<file path="src/rtl/mfifo_frame_sender.sv">
// Round-robin drain of a per-channel FIFO bank into a framed byte stream:
// one header byte {count-1, channel} followed by up to MAX_BURST payload bytes.
module mfifo_frame_sender #(
    parameter int CHANNEL_BIT = 1,
    parameter int MAX_BURST   = 4,
    parameter int WIDTH       = 8
) (
    input  logic                        CLK,
    input  logic                        RST,
    input  logic [(1<<CHANNEL_BIT)-1:0] fifo_empty,
    input  logic [WIDTH-1:0]            fifo_read_data,
    output logic                        fifo_read_flag,
    output logic [CHANNEL_BIT-1:0]      fifo_read_select,
    output logic                        tx_valid,
    output logic [WIDTH-1:0]            tx_data,
    input  logic                        tx_ready,
    output logic                        busy,
    output logic                        frame_done,
    output logic [1:0]                  dbg_state
);

    localparam int NCH   = 1 << CHANNEL_BIT;
    localparam int CNT_W = $clog2(MAX_BURST + 1);
    localparam int IDX_W = (MAX_BURST > 1) ? $clog2(MAX_BURST) : 1;

    localparam logic [CNT_W-1:0] MAX_CNT = CNT_W'(MAX_BURST);
    localparam logic [CNT_W-1:0] ONE_CNT = CNT_W'(1);

    localparam logic [1:0] IDLE    = 2'd0;
    localparam logic [1:0] GATHER  = 2'd1;
    localparam logic [1:0] HEADER  = 2'd2;
    localparam logic [1:0] PAYLOAD = 2'd3;

    logic [1:0]             state;
    logic [CHANNEL_BIT-1:0] sel;
    logic [CHANNEL_BIT-1:0] last_grant;
    logic [CNT_W-1:0]       cnt;
    logic [IDX_W-1:0]       idx;
    logic [WIDTH-1:0]       pay_buf [MAX_BURST];

    logic                   grant_found;
    logic [CHANNEL_BIT-1:0] grant_ch;
    logic [CHANNEL_BIT-1:0] cand;
    logic                   last_byte;

    // Search from last_grant+1 upward with wrap; iterating farthest-first lets
    // the nearest non-empty channel overwrite the result and win.
    always_comb begin
        grant_found = 1'b0;
        grant_ch    = '0;
        cand        = '0;
        for (int k = NCH; k >= 1; k--) begin
            cand = last_grant + CHANNEL_BIT'(k);
            if (!fifo_empty[cand]) begin
                grant_found = 1'b1;
                grant_ch    = cand;
            end
        end
    end

    assign fifo_read_flag   = (state == GATHER) && !fifo_empty[sel] && (cnt < MAX_CNT);
    assign fifo_read_select = sel;
    assign busy             = (state != IDLE);
    assign dbg_state        = state;
    assign last_byte        = (CNT_W'(idx) == (cnt - ONE_CNT));

    // Handshake: tx_valid/tx_data are pure functions of registered state, so the
    // byte holds steady until tx_valid && tx_ready is seen at a rising edge.
    assign tx_valid   = (state == HEADER) || (state == PAYLOAD);
    assign frame_done = (state == PAYLOAD) && tx_ready && last_byte;

    always_comb begin
        tx_data = '0;
        if (state == HEADER)
            tx_data = {4'(cnt - ONE_CNT), 4'(sel)};
        else if (state == PAYLOAD)
            tx_data = pay_buf[idx];
    end

    always_ff @(posedge CLK or negedge RST) begin
        if (!RST) begin
            state      <= IDLE;
            sel        <= '0;
            last_grant <= '1;
            cnt        <= '0;
            idx        <= '0;
        end else begin
            case (state)
                IDLE: begin
                    if (grant_found) begin
                        sel   <= grant_ch;
                        cnt   <= '0;
                        state <= GATHER;
                    end
                end
                GATHER: begin
                    if (fifo_read_flag)
                        cnt <= cnt + ONE_CNT;
                    else
                        state <= HEADER;
                end
                HEADER: begin
                    if (tx_ready) begin
                        idx   <= '0;
                        state <= PAYLOAD;
                    end
                end
                PAYLOAD: begin
                    if (tx_ready) begin
                        if (last_byte) begin
                            last_grant <= sel;
                            state      <= IDLE;
                        end else begin
                            idx <= idx + IDX_W'(1);
                        end
                    end
                end
                default: state <= IDLE;
            endcase
        end
    end

    // Payload storage needs no reset: a frame only reads slots it has written.
    always_ff @(posedge CLK) begin
        if (fifo_read_flag)
            pay_buf[IDX_W'(cnt)] <= fifo_read_data;
    end

endmodule

</file>
<file path="config.mk">
export PLATFORM = sky130hd
export DESIGN_NAME = mfifo_frame_sender
export DESIGN_NICKNAME = d
export VERILOG_FILES = /design/src/rtl/mfifo_frame_sender.sv
export SDC_FILE = /design/constraint.sdc
export NUM_CORES = 1
export LEC_CHECK = 0
export BUFFER_PORTS_ARGS = -buffer_cell sky130_fd_sc_hd__buf_2
export CAP_MARGIN = 5
export CORE_UTILIZATION = 30
export DETAILED_ROUTE_END_ITERATION = 12
export GPL_ROUTABILITY_DRIVEN = 0
export PLACE_DENSITY = 0.6
export SLEW_MARGIN = 5
export SYNTH_ARGS = -nofsm -noshare
export SYNTH_HDL_FRONTEND = slang
export SYNTH_SLANG_ARGS = --single-unit
</file>
<file path="constraint.sdc">
create_clock -name CLK -period 2.2 [get_ports CLK]
set_clock_uncertainty 0.15 [all_clocks]
set_input_delay 0.22 -clock CLK [delete_from_list [all_inputs] [get_ports CLK]]
set_output_delay 0.22 -clock CLK [all_outputs]
set_load 0.02 [all_outputs]
</file>
Yosys cells after proc, flatten, opt, wreduce, memory -nomap -nowiden:

Memory sizes are Yosys's and may differ from the RTL's.
Cells that the tools add are included.

* bits in registers: 9
* bits in writable memories: 32
* input port bits: 13
* output and inout bits: 15
* logic and storage cells: 68
* memories kept: 1

Memories
* pay_buf: words 4, width 8, rd ports 1, clocked after memory_dff 0, write ports 1, line 39 `logic [WIDTH-1:0] pay_buf [MAX_BURST];`

* $add $sub $neg: 5
* magnitude comparators: 4
* eq/ne operators: 11
* mux-type cells: 27
* reduce and logical (&&, ||, !) cells: 15

Operator list (number)
* $mux W2: 8
* $mux W8: 2
* $ne A2 B2 Y1 const B: 7
* $mux W1: 12
* $pmux W2 S4: 1
* $lt A1 B2 Y1 const B: 3
* $mux W3: 2
* $pmux W3 S2: 1
* $reduce_and A3 Y1: 2
* $reduce_bool A2 Y1: 3
* $reduce_and A5 Y1: 1
* $eq A2 B2 Y1 const B: 2
* $logic_and A1 B1 Y1: 4
* $pmux W2 S2: 1
* $reduce_and A4 Y1: 1
* $sub A3 B1 Y4 const B: 1
* $add A3 B1 Y3 const B: 1
* $eq A2 B3 Y1: 1
* $lt A3 B3 Y1 const B: 1
* $sub A3 B1 Y3 const B: 1
* $add A2 B1 Y2 const B: 1
* $eq A2 B1 Y1 const B: 1
* $logic_not A2 Y1: 1
* $reduce_and A2 Y1: 1
* other kinds (3): 3

Logic depth before layout (Yosys ltp):

* word-level depth: 7
* mapped depth: 7
* mapped depth without buffers: 6

Worst setup path before layout:

OpenSTA, ideal clock, no wires.

* path kind: register to register
* start: register cnt[0]
* end: register last_grant
* library setup time: 0.082 ns
* arrival: 2.105 ns
* data required time: 1.968 ns
* slack: -0.137 ns
* stages on the path, launching flop included: 8
* buffers on the path: 1
* period minus slack after synthesis: 2.337 ns
* cells stage by stage: dfrtp_1 > inv_1 > ha_1 > xnor2_1 > or3_1 > buf_2 > nor2_1 > mux2_2

* word-level cells in the longest chain between the ends: 3

Ends and longest elaborated chain
* start: declaration: line 37 `logic [CNT_W-1:0] cnt;`
* start signal: assignment: line 98 `cnt <= cnt + ONE_CNT;`
* $sub A3 B1 Y3: line 65 `assign last_byte = (CNT_W'(idx) == (cnt - ONE_CNT));`
* $eq A2 B3 Y1: line 65
* $reduce_and A3 Y1 (no source line)
* end signal: assignment: line 111 `last_grant <= sel;`
* end: declaration: line 36 `logic [CHANNEL_BIT-1:0] last_grant;`

No other way between the ends.
A chain may end at the register's enable or synchronous reset.

Worst setup path in the final report:

* start: register cnt[0]
* end: output frame_done

* word-level cells in the longest chain between the ends: 3

Ends and longest elaborated chain
* $sub A3 B1 Y3: line 65
* $eq A2 B3 Y1: line 65
* $logic_and A1 B1 Y1: line 70 `assign frame_done = (state == PAYLOAD) && tx_ready && last_byte;`
* end: declaration: line 18 `output logic frame_done,`

No other way between the ends.

==> run summary <==
The final reports fail on setup timing. The total power per unit cell area is 1280 nW/um2, and the die width is 81.1 um. Die outline height: 81.1 um. The number of antenna violations at the first check in global routing is 0. The tools report the headroom to the max-slew limit as 0.754. Post-detailed-route via-to-cell ratio: 4.79. The path type of the worst setup path is reg2out. Sorting the synthesized cells by area gives the leading types as sky130_fd_sc_hd__edfxtp_1 51%, sky130_fd_sc_hd__dfrtp_1 11%, sky130_fd_sc_hd__mux4_2 9.6%, sky130_fd_sc_hd__ha_1 6.0%, sky130_fd_sc_hd__and2_1 2.3%. CTS saw 41 sinks.

The logs give 0.136 for the overall global routing resource usage and 2 for the number of buffers between clock root and the deepest sink. The capture point of the worst reg-to-reg path was dbg_state[1]$_DFFE_PN0P_. The worst reg2reg path depth is 6, and the endpoint required time on the critical path is 1.83 ns. Across all layers, the routed design uses 1240 vias. The net count of the finished layout is 205. After layout, the design draws a total of 3.21 mW. The worst hold path terminates at fifo_read_select$_DFFE_PN0P_. Routed signal wires occupy layers up through met4.

For flop-to-flop paths, the worst setup slack is 0.12 ns. The core area is 5990 um2, and the worst slack after detailed placement is 0.0556 ns. TritonCTS built the clock tree.

In this run, synthesis produced a sequential element count of 41. For this block, the initial DRC count from the detailed router was 59. The filler cells instantiated in the layout total 556.

Maximum resistive drop on vdd: 0.583 mV. The average wire length per cell after detail routing was 15.8 um. The ratio of cells with drive above 1 in the final layout was 0.451; the first-pass iteration count of the detailed router was 4.

After clock tree synthesis, the clock-pin slew on the worst setup and hold paths is 0.08 ns. The initial core utilization is 0.314, and the met2 wire length is 2080 um. The root buffer cell is sky130_fd_sc_hd__clkbuf_8. The clock buffer count from CTS is 5, and the count of final hold-check violations is 0.

0 antenna diodes ended up in the layout. The logs give 2760 um for the half-perimeter wire length of the detailed placement result and 120 for the gate count after technology mapping. The number of global-route vias before repair was 1311; the first-pass GRT wire length was 6420 um. CTS built an H-tree with a depth of 2. The tools report the residual overflow from global routing as 0.

The residual antenna-violating net count after detailed routing is 0, and the area of the die is 6580 um2. The smallest setup slack after layout came out at -0.00938 ns. The netlist uses 33 different library cells. The library cells used most frequently in the layout, excluding fill and tap cells, are 32 x sky130_fd_sc_hd__edfxtp_1, 26 x sky130_fd_sc_hd__buf_2, 23 x sky130_fd_sc_hd__buf_4. The clock latency of the later-clocked register in the worst-skew pair came out at 0.29 ns. The wire length on met1 is 1770 um. The tools report the total count of max-transition violations in the final report as 0. The number of nets handed over by synthesis was 142.

The Yosys step of the flow raised 0 warnings. After detailed routing, the total wire length is 4090 um. The tool flagged a number of max-cap violations equal to 0. For the boundary pin count, the log shows 28.

The multi-input combinational cells in the finished layout cover a total of 683 um2. The remaining design rule violation count was 0. The portion of synthesized cell area occupied by the leading cell type is 0.511, and the largest net degree at the start of global routing is 15. For this run, the top clock speed supported by timing is 0.453 GHz. In the final timing run, aggregate negative setup slack is -0.00938 ns. The tightest min-delay check is of the in2reg type. Each instance of the synthesized netlist takes up on average 15.7 um2. Setup repair after global routing could not meet its margin everywhere. Of all nets on the critical path, the largest fanout is 4. The flow ran to the end, but the final reports show violations. In this run the core area contains 28 standard-cell rows.

Minimum clock period: 2.21 ns. The worst setup path is captured at an output port. Along the worst hold path, the cell count comes to 2. The count of buffers added on input and output ports is 27.

Source of the worst hold timing path: fifo_empty[0]. Kind of start point of the critical path: a register. The final period utilization is 1.00.

The sequential-to-total area share from yosys stat is 0.632, and the leakage power is 0.995 nW. The signed area change from the synthesized netlist to the final layout came out at 33.0%. Data arrives at the worst endpoint at 1.84 ns. At the pin with the least slew margin, the transition time is 0.367 ns. For the storage element area, the log shows 1190 um2. For the routed length on met3, the log shows 197 um. The cell type contributing the most total cell area after synthesis was sky130_fd_sc_hd__edfxtp_1.

The startpoint identified for the worst register-to-register timing path is cnt[0]$_DFFE_PN0P_. The leading cell type in the layout, fill and taps excluded is sky130_fd_sc_hd__edfxtp_1. Combined area of all synthesized cells: 1880 um2. The number of setup violations in the final report was 1.
==> timing repair <==
item,in CTS,in global routing
hold buffers,9,0
gates resized for setup,9,2
pin swaps,3,1
endpoints found under the setup margin,9,9
endpoints found under the hold margin,41,0
setup buffers,9,4
==> critical path, stage by stage, from the launching register on <==
cell	delay [ns]
sky130_fd_sc_hd__dfrtp_1	0.39
sky130_fd_sc_hd__inv_2	0.11
sky130_fd_sc_hd__ha_4	0.22
sky130_fd_sc_hd__xnor2_1	0.12
sky130_fd_sc_hd__or3_4	0.37
sky130_fd_sc_hd__buf_6	0.13
sky130_fd_sc_hd__nor2_4	0.08
sky130_fd_sc_hd__buf_6	0.12
==> power by group <==
| group | switching, mW | internal [mW] | leakage [nW] | total (mW) |
|---|---|---|---|---|
| registers | 0.112 | 0.984 | 0.398 | 1.10 |
| logic | 0.835 | 0.783 | 0.552 | 1.62 |
| clock network | 0.273 | 0.225 | 0.0445 | 0.498 |
| total | 1.22 | 1.99 | 0.995 | 3.21 |
==> synth_stat cells (all sizes together) <==
| master | number |
|---|---|
| mux2 | 3 |
| dfrtp | 8 |
| dfstp | 1 |
| nand2b | 1 |
| a2111oi | 1 |
| a21oi | 1 |
| and2 | 7 |
| inv | 7 |
| or2 | 1 |
| ha | 9 |
| nor2 | 5 |
| nand2 | 11 |
| xnor2 | 2 |
| a31oi | 2 |
| o32a | 1 |
| edfxtp | 32 |
| a211oi | 1 |
| xor2 | 1 |
| a21o | 1 |
| nand4b | 1 |
| o211ai | 1 |
| o21ai | 2 |
| nor2b | 2 |
| mux4 | 8 |
| buf | 4 |
| o31ai | 1 |
| mux2i | 1 |
| a211o | 1 |
| or3 | 1 |
| a22o | 3 |
==> per-layer routing <==
layer | GRT usage | vias up
met5 | 0 | -
li1 | - | 573
met1 | 0.155 | 625
met3 | 0.0360 | 5
met4 | 0.0518 | 0
met2 | 0.243 | 37
==> worst max-delay path by stage <==
stage                          endpoint                from
3_3_place_gp   dbg_state[1]$_DFFE_PN0P_  cnt[1]$_DFFE_PN0P_
2_1_floorplan  dbg_state[1]$_DFFE_PN0P_  cnt[0]$_DFFE_PN0P_
5_1_grt                      frame_done  cnt[0]$_DFFE_PN0P_
6_report                     frame_done  cnt[0]$_DFFE_PN0P_
3_5_place_dp   dbg_state[1]$_DFFE_PN0P_  cnt[1]$_DFFE_PN0P_
4_1_cts                      frame_done  cnt[0]$_DFFE_PN0P_
==> flip-flops by register name, summed over array words and instances, names as in the netlist <==
name,flops
pay_buf,32
cnt,3
dbg_state,2
idx,2
fifo_read_select,1
last_grant,1
==> cell type report <==
class / count / area share
Sequential cell: 41 / 0.476
Multi-Input combinational cell: 68 / 0.273
Timing Repair Buffer: 60 / 0.166
Tap cell: 75 / 0.0376
Clock buffer: 5 / 0.0275
Inverter: 7 / 0.0105
Clock inverter: 3 / 0.00851
==> kinds of logic (layout without fill, tap and decap cells) <==
group | after synthesis | after routing | synth area share
flops | 41 | 41 | 0.632
simple gates | 29 | 29 | 0.0766
compound gates | 15 | 15 | 0.0692
mux | 12 | 12 | 0.121
buf+inv | 11 | 75 | 0.0273
fa+ha+maj | 9 | 9 | 0.0599
xor+xnor | 3 | 3 | 0.0140
==> per-stage QoR <==
step                std cells  hold slack (ns)  cell area, um2  utilization
global placement          229          -0.0629            2180        0.364
CTS                       255           0.0751            2460        0.410
floorplan                 120           -0.226            1900            -
finish                    259           0.0737            2500        0.417
detailed placement        229          -0.0502            2180        0.364
global route              259           0.0794            2500        0.417
Power figures use the tool's default switching activity.
